## src/rtl/lsu_mem_access_if.sv

```systemverilog
// Signal bundle between the memory stage, the load/store unit and the data-memory bus.
// The LSU takes the slave view; the pipeline/memory environment takes the master view.
interface lsu_mem_access_if #(
  parameter int XLEN = 32
);
  localparam int BYTES = XLEN / 8;

  logic             req_valid_i;
  logic             req_ready_o;
  logic             req_we_i;
  logic [2:0]       req_funct3_i;
  logic [XLEN-1:0]  req_addr_i;
  logic [XLEN-1:0]  req_wdata_i;
  logic             mem_req_o;
  logic             mem_gnt_i;
  logic             mem_we_o;
  logic [XLEN-1:0]  mem_addr_o;
  logic [BYTES-1:0] mem_be_o;
  logic [XLEN-1:0]  mem_wdata_o;
  logic             mem_rvalid_i;
  logic [XLEN-1:0]  mem_rdata_i;
  logic             resp_valid_o;
  logic [XLEN-1:0]  resp_rdata_o;
  logic             resp_err_o;

  modport slave (
    input  req_valid_i, req_we_i, req_funct3_i, req_addr_i, req_wdata_i,
           mem_gnt_i, mem_rvalid_i, mem_rdata_i,
    output req_ready_o, mem_req_o, mem_we_o, mem_addr_o, mem_be_o, mem_wdata_o,
           resp_valid_o, resp_rdata_o, resp_err_o
  );

  modport master (
    output req_valid_i, req_we_i, req_funct3_i, req_addr_i, req_wdata_i,
           mem_gnt_i, mem_rvalid_i, mem_rdata_i,
    input  req_ready_o, mem_req_o, mem_we_o, mem_addr_o, mem_be_o, mem_wdata_o,
           resp_valid_o, resp_rdata_o, resp_err_o
  );
endinterface

```

## src/rtl/lsu_mem_access.sv

```systemverilog
// Load/store access unit: one access per handshake, one or two bus beats (two when the
// access straddles a bus word), lane-positioned store data and extended load results.
module lsu_mem_access #(
  parameter int XLEN        = 32,
  parameter bit MISALIGN_EN = 1'b1
) (
  input logic             clk,
  input logic             rst,
  lsu_mem_access_if.slave bus
);
  localparam int BYTES = XLEN / 8;
  localparam int OW    = $clog2(BYTES);

  typedef enum logic [2:0] {IDLE, REQ0, WAIT0, REQ1, WAIT1, RESP, ERR} state_t;
  state_t state;

  logic [3:0]         dec_size;
  logic               dec_unsigned;
  logic               dec_illegal;
  logic               dec_misaligned;
  logic               dec_cross;
  logic [OW-1:0]      dec_off;
  logic [XLEN-1:0]    dec_base;
  logic [2*BYTES-1:0] dec_be;
  logic [2*XLEN-1:0]  dec_wdata;

  logic               we_q;
  logic               unsigned_q;
  logic               cross_q;
  logic [3:0]         size_q;
  logic [OW-1:0]      off_q;
  logic [BYTES-1:0]   be1_q;
  logic [XLEN-1:0]    wdata1_q;
  logic [XLEN-1:0]    beat0_q;
  logic [2*XLEN-1:0]  merge_wide;
  logic [XLEN-1:0]    load_result;

  // Keeps the low size bytes and fills the rest with the sign bit or zeros.
  function automatic logic [XLEN-1:0] extend(input logic [XLEN-1:0] data,
                                             input logic [3:0]      size,
                                             input logic            zero_ext);
    logic [XLEN-1:0] keep;
    logic [XLEN-1:0] top;
    logic            sign;
    keep = ~({XLEN{1'b1}} << {size, 3'b000});
    top  = keep & ~(keep >> 1);
    sign = ~zero_ext & (|(data & top));
    return (data & keep) | ({XLEN{sign}} & ~keep);
  endfunction

  // Decode the incoming request: size, extension, legality and how it maps onto bus lanes.
  always_comb begin
    dec_size     = 4'd1;
    dec_unsigned = 1'b0;
    dec_illegal  = 1'b0;
    case (bus.req_funct3_i)
      3'b000: dec_size = 4'd1;
      3'b001: dec_size = 4'd2;
      3'b010: dec_size = 4'd4;
      3'b011: begin
        dec_size    = 4'd8;
        dec_illegal = (XLEN == 32);
      end
      3'b100: begin
        dec_size     = 4'd1;
        dec_unsigned = 1'b1;
        dec_illegal  = bus.req_we_i;
      end
      3'b101: begin
        dec_size     = 4'd2;
        dec_unsigned = 1'b1;
        dec_illegal  = bus.req_we_i;
      end
      3'b110: begin
        dec_size     = 4'd4;
        dec_unsigned = 1'b1;
        dec_illegal  = bus.req_we_i | (XLEN == 32);
      end
      default: dec_illegal = 1'b1;
    endcase
    dec_off        = bus.req_addr_i[OW-1:0];
    dec_base       = {bus.req_addr_i[XLEN-1:OW], {OW{1'b0}}};
    dec_misaligned = |(bus.req_addr_i[3:0] & (dec_size - 4'd1));
    dec_cross      = (int'(dec_off) + int'(dec_size)) > BYTES;
    // Low half of the wide vectors is beat 0, the overflow into the high half is beat 1.
    dec_be    = {{BYTES{1'b0}}, ~({BYTES{1'b1}} << dec_size)} << dec_off;
    dec_wdata = {{XLEN{1'b0}}, bus.req_wdata_i & ~({XLEN{1'b1}} << {dec_size, 3'b000})}
                << {dec_off, 3'b000};
  end

  // Align returned read data so the accessed bytes start at bit 0, then extend them.
  always_comb begin
    merge_wide  = {bus.mem_rdata_i, (state == WAIT1) ? beat0_q : bus.mem_rdata_i}
                  >> {off_q, 3'b000};
    load_result = we_q ? '0 : extend(merge_wide[XLEN-1:0], size_q, unsigned_q);
  end

  // Access sequencer with registered handshake, bus and response outputs.
  always_ff @(posedge clk or posedge rst) begin
    if (rst) begin
      state            <= IDLE;
      we_q             <= 1'b0;
      unsigned_q       <= 1'b0;
      cross_q          <= 1'b0;
      size_q           <= 4'd1;
      off_q            <= '0;
      be1_q            <= '0;
      wdata1_q         <= '0;
      beat0_q          <= '0;
      bus.req_ready_o  <= 1'b1;
      bus.mem_req_o    <= 1'b0;
      bus.mem_we_o     <= 1'b0;
      bus.mem_addr_o   <= '0;
      bus.mem_be_o     <= '0;
      bus.mem_wdata_o  <= '0;
      bus.resp_valid_o <= 1'b0;
      bus.resp_rdata_o <= '0;
      bus.resp_err_o   <= 1'b0;
    end else begin
      case (state)
        IDLE: begin
          if (bus.req_valid_i) begin
            bus.req_ready_o <= 1'b0;
            we_q            <= bus.req_we_i;
            unsigned_q      <= dec_unsigned;
            cross_q         <= dec_cross;
            size_q          <= dec_size;
            off_q           <= dec_off;
            be1_q           <= dec_be[2*BYTES-1:BYTES];
            wdata1_q        <= dec_wdata[2*XLEN-1:XLEN];
            if (dec_illegal || (!MISALIGN_EN && dec_misaligned)) begin
              state            <= ERR;
              bus.resp_valid_o <= 1'b1;
              bus.resp_err_o   <= 1'b1;
            end else begin
              state           <= REQ0;
              bus.mem_req_o   <= 1'b1;
              bus.mem_we_o    <= bus.req_we_i;
              bus.mem_addr_o  <= dec_base;
              bus.mem_be_o    <= dec_be[BYTES-1:0];
              bus.mem_wdata_o <= dec_wdata[XLEN-1:0];
            end
          end
        end
        REQ0: begin
          if (bus.mem_gnt_i) begin
            bus.mem_req_o <= 1'b0;
            state         <= WAIT0;
          end
        end
        WAIT0: begin
          if (bus.mem_rvalid_i) begin
            beat0_q <= bus.mem_rdata_i;
            if (cross_q) begin
              state           <= REQ1;
              bus.mem_req_o   <= 1'b1;
              bus.mem_addr_o  <= bus.mem_addr_o + XLEN'(BYTES);
              bus.mem_be_o    <= be1_q;
              bus.mem_wdata_o <= wdata1_q;
            end else begin
              state            <= RESP;
              bus.resp_valid_o <= 1'b1;
              bus.resp_rdata_o <= load_result;
            end
          end
        end
        REQ1: begin
          if (bus.mem_gnt_i) begin
            bus.mem_req_o <= 1'b0;
            state         <= WAIT1;
          end
        end
        WAIT1: begin
          if (bus.mem_rvalid_i) begin
            state            <= RESP;
            bus.resp_valid_o <= 1'b1;
            bus.resp_rdata_o <= load_result;
          end
        end
        RESP, ERR: begin
          state            <= IDLE;
          bus.resp_valid_o <= 1'b0;
          bus.resp_err_o   <= 1'b0;
          bus.resp_rdata_o <= '0;
          bus.req_ready_o  <= 1'b1;
        end
        default: state <= IDLE;
      endcase
    end
  end
endmodule

```

## src/flat_wrapper.sv

```systemverilog
// flat-port wrapper written by rule: the top's interface ports become plain ports
module lsu_mem_access_flat 
#(
  parameter int XLEN        = 32,
  parameter bit MISALIGN_EN = 1'b1
)
  (clk, rst, bus_req_valid_i, bus_req_we_i, bus_req_funct3_i, bus_req_addr_i, bus_req_wdata_i, bus_mem_gnt_i, bus_mem_rvalid_i, bus_mem_rdata_i, bus_req_ready_o, bus_mem_req_o, bus_mem_we_o, bus_mem_addr_o, bus_mem_be_o, bus_mem_wdata_o, bus_resp_valid_o, bus_resp_rdata_o, bus_resp_err_o);
  lsu_mem_access_if #(.XLEN(XLEN)) bus_i ();
  input logic clk;
  input logic rst;
  input wire logic [$bits(bus_i.req_valid_i)-1:0] bus_req_valid_i;
  input wire logic [$bits(bus_i.req_we_i)-1:0] bus_req_we_i;
  input wire logic [$bits(bus_i.req_funct3_i)-1:0] bus_req_funct3_i;
  input wire logic [$bits(bus_i.req_addr_i)-1:0] bus_req_addr_i;
  input wire logic [$bits(bus_i.req_wdata_i)-1:0] bus_req_wdata_i;
  input wire logic [$bits(bus_i.mem_gnt_i)-1:0] bus_mem_gnt_i;
  input wire logic [$bits(bus_i.mem_rvalid_i)-1:0] bus_mem_rvalid_i;
  input wire logic [$bits(bus_i.mem_rdata_i)-1:0] bus_mem_rdata_i;
  output wire logic [$bits(bus_i.req_ready_o)-1:0] bus_req_ready_o;
  output wire logic [$bits(bus_i.mem_req_o)-1:0] bus_mem_req_o;
  output wire logic [$bits(bus_i.mem_we_o)-1:0] bus_mem_we_o;
  output wire logic [$bits(bus_i.mem_addr_o)-1:0] bus_mem_addr_o;
  output wire logic [$bits(bus_i.mem_be_o)-1:0] bus_mem_be_o;
  output wire logic [$bits(bus_i.mem_wdata_o)-1:0] bus_mem_wdata_o;
  output wire logic [$bits(bus_i.resp_valid_o)-1:0] bus_resp_valid_o;
  output wire logic [$bits(bus_i.resp_rdata_o)-1:0] bus_resp_rdata_o;
  output wire logic [$bits(bus_i.resp_err_o)-1:0] bus_resp_err_o;
  assign bus_i.req_valid_i = bus_req_valid_i;
  assign bus_i.req_we_i = bus_req_we_i;
  assign bus_i.req_funct3_i = bus_req_funct3_i;
  assign bus_i.req_addr_i = bus_req_addr_i;
  assign bus_i.req_wdata_i = bus_req_wdata_i;
  assign bus_i.mem_gnt_i = bus_mem_gnt_i;
  assign bus_i.mem_rvalid_i = bus_mem_rvalid_i;
  assign bus_i.mem_rdata_i = bus_mem_rdata_i;
  assign bus_req_ready_o = bus_i.req_ready_o;
  assign bus_mem_req_o = bus_i.mem_req_o;
  assign bus_mem_we_o = bus_i.mem_we_o;
  assign bus_mem_addr_o = bus_i.mem_addr_o;
  assign bus_mem_be_o = bus_i.mem_be_o;
  assign bus_mem_wdata_o = bus_i.mem_wdata_o;
  assign bus_resp_valid_o = bus_i.resp_valid_o;
  assign bus_resp_rdata_o = bus_i.resp_rdata_o;
  assign bus_resp_err_o = bus_i.resp_err_o;
  lsu_mem_access #(.XLEN(XLEN), .MISALIGN_EN(MISALIGN_EN)) u_core (.clk(clk), .rst(rst), .bus(bus_i));
endmodule
```

## config.mk

```make
export PLATFORM = sky130hd
export DESIGN_NAME = lsu_mem_access_flat
export DESIGN_NICKNAME = d
export VERILOG_FILES = /design/src/rtl/lsu_mem_access_if.sv /design/src/rtl/lsu_mem_access.sv /design/src/flat_wrapper.sv
export SDC_FILE = /design/constraint.sdc
export NUM_CORES = 1
export LEC_CHECK = 0
export CAP_MARGIN = 25
export CORE_MARGIN = 4
export CORE_UTILIZATION = 56
export CTS_CLUSTER_SIZE = 10
export DETAILED_ROUTE_END_ITERATION = 16
export GPL_ROUTABILITY_DRIVEN = 0
export PLACE_DENSITY = 0.87
export SETUP_SLACK_MARGIN = 0.1
export SYNTH_ARGS = -nofsm -noshare
export SYNTH_HDL_FRONTEND = slang
export SYNTH_SLANG_ARGS = --single-unit
```

## constraint.sdc

```tcl
create_clock -name clk -period 13.45 [get_ports clk]
set_input_delay 2.69 -clock clk [delete_from_list [all_inputs] [get_ports clk]]
set_output_delay 2.69 -clock clk [all_outputs]
set_load 0.05 [all_outputs]
```

# [Yosys cells after proc, flatten, opt, wreduce, memory -nomap -nowiden]
# Cells that the tools add are included.
[word_totals] inputBits=105 output_inout_bits=105 reg_bits=185 wordCells=135
[op_classes] n_mux=47 eq_ne=22 reduce_logical=25 add_sub_neg=2 n_lt_le_gt_ge=1 shifts=6 n_bitwise=14
[ops] op="2-to-1 mux 32 bit" count=13
[ops] op="bitwise AND 32 bit" count=5
[ops] op="one-hot mux 32 bit (2 select lines)" count=2
[ops] op="NOT 32 bit" count=3
[ops] op="one-hot mux 32 bit (3 select lines)" count=1
[ops] op="left shift 32 x 5 -> 64 bit" count=1
[ops] op="left shift 32 x 7 -> 32 bit, first input constant" count=2
[ops] op="right shift 64 x 5 -> 32 bit" count=1
[ops] op="adder 32 x 3 -> 32 bit, second input constant" count=1
[ops] op="> comparator 32 x 4 -> 1 bit, second input constant" count=1
[ops] op="NOT 31 -> 32 bit" count=1
[ops] op="bitwise OR 32 bit" count=1
[ops] op="OR reduction 32 bit" count=1
[ops] op="2-to-1 mux 3 bit" count=7
[ops] op="== test 3 bit, second input constant" count=6
[ops] op="2-to-1 mux 4 bit" count=4
[ops] op="one-hot mux 3 bit (5 select lines)" count=1
[ops] op="inequality test 2 bit, second input constant" count=7
[ops] op="== test 3 x 2 -> 1 bit, second input constant" count=4
[ops] op="2-to-1 mux 1 bit" count=12
[ops] op="one-hot mux 4 bit (3 select lines)" count=1
[ops] op="AND reduction 6 bit" count=2
[ops] op="AND reduction 5 bit" count=2
[ops] op="OR reduction 2 bit" count=5
[ops] op="20 further kinds" count=33

# [Depth between registers and ports, before layout]
# Gate-level depths: netlist of run 1.
[depth] ltp_word=13 mapped_depth=11 mapped_depth_nobuf=9

# [Least setup slack after synthesis of run 1]
# OpenSTA, ideal clock, no wires.
[synth_path] path_kind="in2reg" startpoint="input bus_req_funct3_i[0]" endpoint="register u_core.cross_q" path_stages=11 arrival_time_ns=4.550 path_slack_ns=8.768 t_required_ns=13.317 n_path_buf=2 setup_ns=0.133 cell_sequence="clkbuf_1 a21bo_2 nand2_1 clkbuf_1 inv_1 ha_1 inv_1 fa_1 xor2_1 a221oi_1 a21oi_1"
[synth_via] elab_chain_cells=5 word_cells_on_any_way=10 classes_between="add/sub: 1; order compare: 1; eq/ne: 5; mux: 1; reduce/logical: 2"
[synth_rtl] item="start: declaration" line_no="flat_wrapper.sv:13" source="input wire logic [$bits(bus_i.req_funct3_i)-1:0] bus_req_funct3_i;"
[synth_rtl] item="== test 3 x 2 -> 1 bit, or another cell as far along" line_no="lsu_mem_access.sv:56" source="case (bus.req_funct3_i)"
[synth_rtl] item="OR reduction 2 bit (no source line)"
[synth_rtl] item="one-hot mux 4 bit (3 select lines) (*)" line_no="lsu_mem_access.sv:56"
[synth_rtl] item="via u_core.dec_size[0]" line_no="lsu_mem_access.sv:17" source="logic [3:0] dec_size;"
[synth_rtl] item="adder 2 x 4 -> 5 bit (*)" line_no="lsu_mem_access.sv:84" source="dec_cross = (int'(dec_off) + int'(dec_size)) > BYTES;"
[synth_rtl] item="> comparator 32 x 4 -> 1 bit (*)" line_no="lsu_mem_access.sv:84"
[synth_rtl] item="end signal: assignment" line_no="lsu_mem_access.sv:126" source="cross_q <= dec_cross;"
[synth_rtl] item="end: declaration" line_no="lsu_mem_access.sv:29" source="logic cross_q;"
# Mark *: on every way through the listed nets, which the timed path passes. The rest lies on a longest branch.
# A chain may end at the register's enable or synchronous reset.

# [Worst setup path after layout of run 1]
# Ends and elaborated chain as after synthesis.

==> results of run 1 <==
==> flip-flops by register name, summed over array words and instances, names as in the netlist, 2 cells and up <==
| name | cells |
|---|---|
| u_core.be1_q | 3 |
| u_core.beat0_q | 32 |
| u_core.bus.mem_addr_o | 30 |
| u_core.bus.mem_be_o | 4 |
| u_core.bus.mem_wdata_o | 32 |
| u_core.bus.resp_rdata_o | 32 |
| u_core.off_q | 2 |
| u_core.size_q | 4 |
| u_core.state | 3 |
| u_core.wdata1_q | 24 |
==> cell usage in the layout (no fill, tap or decap), drive strengths merged, types with 8 or more instances in the layout <==
cell / n
clkdlybuf4s50: 206
nand2: 184
dfrtp: 172
nor2: 95
o21ai: 94
a21oi: 77
mux2: 46
mux2i: 35
nand3: 35
inv: 24
clkbuf: 21
nor3: 18
a221oi: 16
buf: 16
o31ai: 14
and3: 14
a222oi: 14
o22ai: 12
a2bb2oi: 12
a22oi: 10
a22o: 10
mux4: 9
a221o: 8
==> layer usage <==
metal	GRT usage (%)	part of all wire [%]	wire, µm
met5	0	0	0
met4	8.239	2.3	677
met3	7.241	9.8	2827
met2	48.53	49	14050
met1	39.33	39	11340
==> through the flow <==
stage,instances,instance area [µm²],utilization [%],hold slack (ns)
2_1_floorplan,1055,9612,-,0.4316
3_3_place_gp,1418,11710,70.14,0.4465
3_5_place_dp,1421,11760,70.40,0.4658
4_1_cts,1453,12360,74.00,0.4808
5_1_grt,1456,12430,74.45,0.5015
6_report,1456,12430,74.45,0.4795
==> worst register-to-register path, stage by stage (launching register included) <==
cell and delay (ns):
sky130_fd_sc_hd__dfrtp_1 0.74, sky130_fd_sc_hd__nor3b_4 0.28, sky130_fd_sc_hd__buf_4 0.53, sky130_fd_sc_hd__and2_1 0.22, sky130_fd_sc_hd__buf_4 0.40, sky130_fd_sc_hd__nand2_1 0.47, sky130_fd_sc_hd__or4_1 0.63, sky130_fd_sc_hd__nand3_1 0.09
==> layout make-up <==
| type | count | area share, % |
|---|---|---|
| inverter | 21 | 0.6742 |
| clock inverter | 11 | 1.047 |
| multi-input combinational | 787 | 39.12 |
| timing repair buffer | 222 | 18.12 |
| tap | 220 | 2.214 |
| clock buffer | 21 | 3.784 |
| sequential | 174 | 35.04 |
==> cell families (layout without fill, tap and decap cells) <==
family                     after synthesis  in the layout  synth area share [%]
and+or+nand+nor                        388            388                 18.02
adders and majority gates                4              4                0.5991
DFF                                    174            174                 45.34
AOI/OAI and AO/OA                      300            300                 20.22
xor gates and xnor gates                 3              3                0.2735
buffers and inverters                   94            275                 4.271
other                                    1              2               0.03903
muxes                                   90             90                 11.23
==> how the worst min path moves through the flow <==
stage / from / end / slack [ns] / cells past startpoint
after floorplan: u_core.unsigned_q / u_core.unsigned_q / 0.43 / 2
after global placement: u_core.unsigned_q / u_core.unsigned_q / 0.45 / 2
after detailed placement: u_core.wdata1_q[15] / u_core.wdata1_q[15] / 0.47 / 2
after CTS: u_core.wdata1_q[15] / u_core.wdata1_q[15] / 0.48 / 2
after global routing: u_core.be1_q[2] / u_core.be1_q[2] / 0.50 / 1
final: u_core.be1_q[1] / u_core.be1_q[1] / 0.48 / 2
==> where the power goes <==
group          internal [W]  leakage [nW]  switching [W]
sequential         0.000761          2.19       0.000201
combinational      0.000621          2.83        0.00108
clock              0.000290         0.283       0.000215
==> impl_metrics.ini, run 1 <==
[outcome]
status = finished, final reports clean

[placed_design]
dpl_wire_length_um = 19700
portBuffers = 207
placement.setup.worst_slack_ns = 7.765

[global_routing]
antenna_found_initial = 0
grt_util_all_layers_pct = 29.52
grt_start_max_net_pins = 92
global_route.overflow_total = 0
grt_first_pass_wirelength_um = 46910
vias_in_the_first_global_route = 9012

[final_layout]
multi_input_comb_area_um2 = 4863
n_fill_cell = 1172
finish.net_count = 1332
num_antenna_cells = 0
ratio_of_cells_with_drive_above_1_in_the_final_layout_pct = 9.871
ff_latch_area_um2 = 4357
syn2layout_area_growth_pct = 29.41

[clock_network]
worstSkewPairLatency_ns = 0.44
ctsRootBufferMaster = sky130_fd_sc_hd__clkbuf_16
cts_num_sinks = 174
cts_made_buffers = 17
cts_tree = done
cts_max_path_buffers = 2
cts-htree-levels = 4
postcts_setup_bufs = 0
clkSlewWorstSetupHoldPaths_ns = 0.07
number_of_hold_buffers_added_after_cts = 0
postCtsResizedCells = 0

[synthesis]
post_synth.cell_area_avg_um2 = 9.116
post_synth_inst_count = 1054
synth_largest_area_cell = sky130_fd_sc_hd__dfrtp_1
synth_seq_area_share_pct = 45.34
synth_top_area_share_pct = 44.80
yosys_warnings = 0
synth_edf_count = 0
yosys-top-cells-count = sky130_fd_sc_hd__nand2_1 (183), sky130_fd_sc_hd__dfrtp_1 (172), sky130_fd_sc_hd__nor2_1 (91)
syn_area_um2 = 9608
postSynthRegisterBits = 174
asyncSetResetFlopFracSynth_pct = 100.0
synth.top_cells.by_area = sky130_fd_sc_hd__dfrtp_1 (45%), sky130_fd_sc_hd__nand2_1 (7.1%), sky130_fd_sc_hd__mux2_2 (5.4%), sky130_fd_sc_hd__o21ai_0 (4.4%), sky130_fd_sc_hd__a21oi_1 (4.0%)
synth_top_flop_cell = sky130_fd_sc_hd__dfrtp_1
post_synth_num_cell_types = 68
top_count_cell_post_synth = sky130_fd_sc_hd__nand2_1

[timing]
final.min_clock_period_ns = 5.249
grt_setup_unrepaired = no
layout_worst_path_cycle_share_pct = 39.02
worst_slew_margin_rel_pct = 32.89
timing.final.setup_violations = 0
max_slew.worst_pin.slew_ns = 0.9990
fmax_ghz = 0.1905
totalNegativeSetupSlack_ns = 0
timing_max_transition_violations_final = 0
hold_violations = 0
layout_setup_ws_ns = 8.201
fin_worst_skew_ns = 0.01024

[setup_path]
worst_path_dominant_cell_family = compound AO/OA/AOI/OAI gates
cp.arrival_ns = 5.55
path_max_fanout = 22
timing.critical_path.slowest_cell_delay_ns = 0.60
r2r_setup_slack_ns = 10.02
rr_startpoint = u_core.state[1]
worstSetupEndpointType = flip-flop
slowest_stage = sky130_fd_sc_hd__clkdlybuf4s50_1
worstSetupStartpoint = bus_req_funct3_i[0]
path_depth = 10
critical_path_class = in2reg
ff2ff_path_depth = 7
critPathMostFrequentCell = sky130_fd_sc_hd__inv_1
cp-endpoint = u_core.cross_q
worst-endpoint-required_ns = 13.75
crit_chain = clkdlybuf4s50_1 -> a21bo_2 -> nand2_1 -> inv_1 -> ha_1 -> inv_1 -> fa_1 -> xor2_1 -> a221oi_1 -> a21oi_1
worstReg2RegEnd = u_core.bus.mem_addr_o[26]
worstSetupStartpointType = input port
cp_num_buf_inv = 3

[die]
io-pin-count = 210
die_h_um = 139.0
initial_core_util_pct = 57.53
floorplan_die_width_um = 139.0
core-area_um2 = 16700
design.die.area_um2 = 19320
core.rowCount = 47

[detailed_routing]
via_per_inst = 6.318
post_drt_wl_per_cell_um = 19.84
overall_via_count_from_detail_route = 9199
firstDrtPassIters = 6
routed_wirelength_um = 28890
remaining_number_of_nets_flagged_by_the_antenna_check_after_routing = 0
detail_route.iter0.violations = 1213
drt_drc_violations_left = 0

[job]
max-cap-violations = 0

[power]
pnr_total_power_w = 0.003169
powerDensity_nw_per_um2 = 254.9
total_leakage_power_nw = 5.296
worst_vdd_ir_mv = 0.1628

[hold_path]
min-delay-path-class = reg2reg
(Power assumes the default switching activity.)
==> inputs of run 2 (changes only) <==
--- a/config.mk
+++ b/config.mk
@@ -7,11 +7,11 @@
 export LEC_CHECK = 0
 export CAP_MARGIN = 25
 export CORE_MARGIN = 4
-export CORE_UTILIZATION = 56
+export CORE_UTILIZATION = 47
 export CTS_CLUSTER_SIZE = 10
 export DETAILED_ROUTE_END_ITERATION = 16
 export GPL_ROUTABILITY_DRIVEN = 0
-export PLACE_DENSITY = 0.87
+export PLACE_DENSITY = 0.78
 export SETUP_SLACK_MARGIN = 0.1
 export SYNTH_ARGS = -nofsm -noshare
 export SYNTH_HDL_FRONTEND = slang
==> constraint.sdc (replaced) <==
create_clock -name clk -period 4.4 [get_ports clk]
set_input_delay 0.88 -clock clk [delete_from_list [all_inputs] [get_ports clk]]
set_output_delay 0.88 -clock clk [all_outputs]
set_load 0.05 [all_outputs]
==> impl_metrics.ini, run 2 (synthesis gave the netlist of run 1 again) <==
[clock_network]
worstSkewPairLatency_ns = 0.43
postcts_setup_bufs = 0
cts_max_path_buffers = 2
number_of_hold_buffers_added_after_cts = 0
cts-htree-levels = 4
cts_tree = done
cts_made_buffers = 17
clkSlewWorstSetupHoldPaths_ns = 0.07
ctsRootBufferMaster = sky130_fd_sc_hd__clkbuf_16
postCtsResizedCells = 0
cts_num_sinks = 174

[power]
total_leakage_power_nw = 5.311
power.sequential.fraction_pct = 31.1
p_comb_share_pct = 53.2
powerDensity_nw_per_um2 = 771.7
switching_power_w = 0.004592
p_clk_share_pct = 15.8
netSwitchingFraction_pct = 47.62
worst_vdd_ir_mv = 0.5211
power_report.internal_total_w = 0.005050

[global_routing]
grt_first_pass_wirelength_um = 46230
vias_in_the_first_global_route = 8660
grt_util_all_layers_pct = 25.47
grt_start_max_net_pins = 175
antenna_found_initial = 0
global_route.overflow_total = 0

[hold_path]
whs_path_depth = 2
worst_hold_startpoint = u_core.unsigned_q
min-delay-path-class = reg2reg

[setup_path]
crit_chain = nor3b_4 -> mux4_1 -> a32oi_1 -> nand4b_1 -> nand3b_2 -> nand3_1
worst-endpoint-required_ns = 4.71
path_max_fanout = 19
slowest_stage = sky130_fd_sc_hd__dfrtp_1
timing.critical_path.slowest_cell_delay_ns = 0.76
worstSetupEndpointType = flip-flop
worstSetupStartpointType = flip-flop
cp.arrival_ns = 3.49
rr_startpoint = u_core.state[2]
critical_path_class = reg2reg
worstSetupStartpoint = u_core.state[2]
ff2ff_path_depth = 6

[detailed_routing]
remaining_number_of_nets_flagged_by_the_antenna_check_after_routing = 0
overall_via_count_from_detail_route = 9024
post_drt_wl_per_cell_um = 19.29
firstDrtPassIters = 6
via_per_inst = 5.964
routed_wirelength_um = 29190
drt_drc_violations_left = 0
detail_route.iter0.violations = 913

[die]
design.die.area_um2 = 22790
core-area_um2 = 20170
floorplan_die_width_um = 151.0
initial_core_util_pct = 47.64
io-pin-count = 210
die_h_um = 151.0
core.rowCount = 52

[timing]
max_slew.worst_pin.slew_ns = 1.039
timing.final.setup_violations = 0
layout_worst_path_cycle_share_pct = 72.24
worst_slew_margin_rel_pct = 30.60
totalNegativeSetupSlack_ns = 0
fmax_ghz = 0.3146
layout_setup_ws_ns = 1.221
hold_violations = 0
grt_setup_unrepaired = no
final.min_clock_period_ns = 3.179
timing_max_transition_violations_final = 0
fin_worst_skew_ns = 0.01067

[final_layout]
layout.cells.most_common = sky130_fd_sc_hd__clkdlybuf4s50_1
finish.net_count = 1339
ratio_of_cells_with_drive_above_1_in_the_final_layout_pct = 10.30
reg.largest.list = u_core.beat0_q: 32 flops, u_core.bus.mem_wdata_o: 32 flops, u_core.bus.resp_rdata_o: 32 flops
layout_common_cells = sky130_fd_sc_hd__clkdlybuf4s50_1 (207), sky130_fd_sc_hd__nand2_1 (183), sky130_fd_sc_hd__dfrtp_1 (172)
num_antenna_cells = 0
syn2layout_area_growth_pct = 30.06

[job]
max-cap-violations = 0

[placed_design]
portBuffers = 207
placement.setup.worst_slack_ns = 0.8762
dpl_wire_length_um = 20490

[outcome]
status = finished, final reports clean
==> run 2: changes by cell type in the layout (fill, tap and decap cells not counted) <==
cell,change
sky130_fd_sc_hd__buf_4,+9
sky130_fd_sc_hd__buf_12,+1
sky130_fd_sc_hd__clkinvlp_4,-2
sky130_fd_sc_hd__buf_6,-1
sky130_fd_sc_hd__buf_8,+1
sky130_fd_sc_hd__clkbuf_4,+1
sky130_fd_sc_hd__buf_2,-2
sky130_fd_sc_hd__inv_6,+1
sky130_fd_sc_hd__clkbuf_8,-3
sky130_fd_sc_hd__buf_16,-3
sky130_fd_sc_hd__clkinv_4,+3
sky130_fd_sc_hd__clkdlybuf4s50_1,+1
sky130_fd_sc_hd__clkinv_2,+1
==> run 2: final cells by class <==
class / instances / area, µm²
inverters: 21 / 82.58
fillers: 1706 / 7674
clock buffers: 18 / 429.2
repair buffers: 229 / 2270
well taps: 270 / 337.8
multi-input cells: 787 / 4863
clock inverters: 14 / 156.4
flip-flops and latches: 174 / 4357
==> run 2: metal layers <==
metal / vias to the layer above / GRT usage [%] / part of all wire, %
met5: - / 0 / 0
met4: 0 / 9.927 / 3.2
met2: 490 / 38.78 / 46
met3: 72 / 4.817 / 8.5
li1: 4166 / - / -
met1: 4296 / 36.15 / 43
==> run 2: power by group through the flow <==
| stage | clock (W) | combinational (W) | sequential [W] |
|---|---|---|---|
| floorplan | 0 | 0.00220 | 0.00423 |
| global placement | 0 | 0.00497 | 0.00300 |
| detailed placement | 0 | 0.00509 | 0.00299 |
| CTS | 0.00154 | 0.00511 | 0.00298 |
| global route | 0.00161 | 0.00548 | 0.00309 |
| finish | 0.00152 | 0.00513 | 0.00300 |
==> run 2: path summary, 6_finish.rpt <==
kind                            slack, ns                          to
worst max-delay path                 1.22  u_core.bus.resp_rdata_o[8]
worst min-delay path                 0.46           u_core.unsigned_q
worst max register to register       1.22  u_core.bus.resp_rdata_o[8]
worst min register to register       0.46           u_core.unsigned_q
max in group asynchronous            2.59  u_core.bus.resp_rdata_o[7]
min in group asynchronous            1.02             u_core.state[0]
==> run 2: stage by stage <==
step / hold slack, ns / std cells / power (W) / utilization (%) / area, µm²
floorplan: 0.4316 / 1055 / 0.006428 / - / 9615
global placement: 0.4468 / 1478 / 0.007971 / 58.84 / 11870
detailed placement: 0.4512 / 1479 / 0.008079 / 58.91 / 11880
CTS: 0.4653 / 1511 / 0.009632 / 61.82 / 12470
global route: 0.4992 / 1513 / 0.01018 / 61.95 / 12500
finish: 0.4589 / 1513 / 0.009642 / 61.95 / 12500
==> run 2: critical path: cells and delay by family (launching register included) <==
kind,cells,cell delay (ns)
AO/OA/AOI/OAI,1,0.28
AND/OR/NAND/NOR,4,1.29
flip-flops,1,0.76
multiplexers,1,0.73
==> inputs of run 3 (changes only) <==
==> constraint.sdc (replaced) <==
create_clock -name clk -period 2.7 [get_ports clk]
set_input_delay 0.54 -clock clk [delete_from_list [all_inputs] [get_ports clk]]
set_output_delay 0.54 -clock clk [all_outputs]
set_load 0.05 [all_outputs]
==> impl_metrics.ini, run 3 (synthesis gave the netlist of run 1 again) <==
[die]
floorplan_die_width_um = 151.0
core-area_um2 = 20170
initial_core_util_pct = 47.64
design.die.area_um2 = 22790
io-pin-count = 210
die_h_um = 151.0
core.rowCount = 52

[timing]
timing_max_transition_violations_final = 0
worst_slew_margin_rel_pct = 51.02
fin_worst_skew_ns = 0.01101
fmax_ghz = 0.4064
max_slew.worst_pin.slew_ns = 0.7298
timing.final.setup_violations = 0
totalNegativeSetupSlack_ns = 0
final.min_clock_period_ns = 2.461
grt_setup_unrepaired = no
layout_worst_path_cycle_share_pct = 91.14
hold_violations = 0

[final_layout]
finish.net_count = 1362
final-instance-count-excl-fill = 1536
num_antenna_cells = 0
layout_common_cells = sky130_fd_sc_hd__clkdlybuf4s50_1 (207), sky130_fd_sc_hd__nand2_1 (183), sky130_fd_sc_hd__dfrtp_1 (172)
ratio_of_cells_with_drive_above_1_in_the_final_layout_pct = 11.93
syn2layout_area_growth_pct = 32.24
layout.cells.most_common = sky130_fd_sc_hd__clkdlybuf4s50_1
design_area_um2 = 12710
reg.largest.list = u_core.beat0_q: 32 flops, u_core.bus.mem_wdata_o: 32 flops, u_core.bus.resp_rdata_o: 32 flops

[power]
p_comb_share_pct = 54.9
power_report.internal_total_w = 0.008205
netSwitchingFraction_pct = 47.95
switching_power_w = 0.007558
p_clk_share_pct = 14.8
power.sequential.fraction_pct = 30.3
worst_vdd_ir_mv = 0.7751
powerDensity_nw_per_um2 = 1241
pnr_total_power_w = 0.01576
total_leakage_power_nw = 5.425

[setup_path]
worstSetupEndpointType = flip-flop
ff2ff_path_depth = 6
path_max_fanout = 19
worstSetupStartpointType = flip-flop
cp.arrival_ns = 2.81
critical_path_class = reg2reg
worst-endpoint-required_ns = 3.05

[outcome]
status = finished, final reports clean

[clock_network]
cts_num_sinks = 174
cts_tree = done
worstSkewPairLatency_ns = 0.43
number_of_hold_buffers_added_after_cts = 0
cts-htree-levels = 4
cts_max_path_buffers = 2
cts_made_buffers = 17
ctsRootBufferMaster = sky130_fd_sc_hd__clkbuf_16
clkSlewWorstSetupHoldPaths_ns = 0.07

[hold_path]
whs_path_depth = 2
min-delay-path-class = reg2reg

[detailed_routing]
detail_route.iter0.violations = 949
firstDrtPassIters = 8
routed_wirelength_um = 29570
remaining_number_of_nets_flagged_by_the_antenna_check_after_routing = 0
drt_drc_violations_left = 0
via_per_inst = 5.982
overall_via_count_from_detail_route = 9188
post_drt_wl_per_cell_um = 19.25

[global_routing]
grt_start_max_net_pins = 50
antenna_found_initial = 1
global_route.overflow_total = 0
vias_in_the_first_global_route = 8755
grt_util_all_layers_pct = 26.09
grt_first_pass_wirelength_um = 46740

[placed_design]
portBuffers = 207
dpl_cell_area_um2 = 12150
dpl_wire_length_um = 21370
numPlacedInstances = 1504

[job]
max-cap-violations = 0
-- run 3: cell types whose count changed in the layout (fill, tap and decap cells not counted), moves of 2 or more --
cell | before | now
sky130_fd_sc_hd__buf_12 | 2 | 8
sky130_fd_sc_hd__clkinvlp_4 | 2 | 4
sky130_fd_sc_hd__bufinv_16 | 2 | 0
sky130_fd_sc_hd__buf_6 | 0 | 2
sky130_fd_sc_hd__buf_4 | 18 | 35
-- run 3: worst paths after layout --
kind                                       from  slack (ns)                          end
setup / recovery                u_core.state[1]        0.24  u_core.bus.resp_rdata_o[31]
hold / removal             u_core.bus.mem_req_o        0.48         u_core.bus.mem_req_o
setup reg to reg                u_core.state[1]        0.24  u_core.bus.resp_rdata_o[31]
hold reg to reg            u_core.bus.mem_req_o        0.48         u_core.bus.mem_req_o
max in group asynchronous                   rst        1.50             u_core.size_q[0]
min in group asynchronous                   rst        0.55      u_core.bus.resp_valid_o
-- run 3: area by class of cell --
| class | instances | area [µm²] |
|---|---|---|
| clock buffer | 19 | 442.9 |
| sequential | 174 | 4357 |
| fill | 1689 | 7463 |
| clock inverter | 13 | 105.1 |
| timing repair buffer | 252 | 2517 |
| inverter | 21 | 82.58 |
| multi-input combinational | 787 | 4863 |
| tap | 270 | 337.8 |
-- run 3: power by group through the flow --
stage	registers, W	logic [W]	clock network [W]
floorplan	0.00689	0.00358	0
global placement	0.00474	0.00846	0
detailed placement	0.00477	0.00861	0
CTS	0.00475	0.00865	0.00235
global route	0.00492	0.00926	0.00248
finish	0.00477	0.00866	0.00233
-- run 3: critical path, stage by stage (launching register included) --
cell                        delay, ns
sky130_fd_sc_hd__dfrtp_1         0.39
sky130_fd_sc_hd__buf_4           0.25
sky130_fd_sc_hd__or3b_4          0.42
sky130_fd_sc_hd__a2111oi_4       0.54
sky130_fd_sc_hd__and2b_1         0.29
sky130_fd_sc_hd__nand3_1         0.32
sky130_fd_sc_hd__nand2_1         0.17
-- run 3: through the flow --
stage,setup WS [ns],hold slack [ns],utilization (%)
3_3_place_gp,0.1259,0.4578,60.20
3_5_place_dp,0.07102,0.4585,60.26
5_1_grt,0.1074,0.5127,63.00
2_1_floorplan,-0.06303,0.4316,-
6_report,0.2391,0.4805,63.00
4_1_cts,0.1728,0.4867,62.98
-- run 3: metal layers --
| metal | up-vias | global-route usage (%) | wire length (µm) |
|---|---|---|---|
| met3 | 51 | 5.805 | 2631 |
| met5 | - | 0 | 8 |
| li1 | 4211 | - | - |
| met1 | 4458 | 36.99 | 12510 |
| met2 | 466 | 40.41 | 13750 |
| met4 | 2 | 7.570 | 666 |
-- run 3: repair_timing --
item | CTS | global route
buffers inserted | 0 | 0
gates resized for setup | 0 | 1
endpoints found under the setup margin | 0 | 14
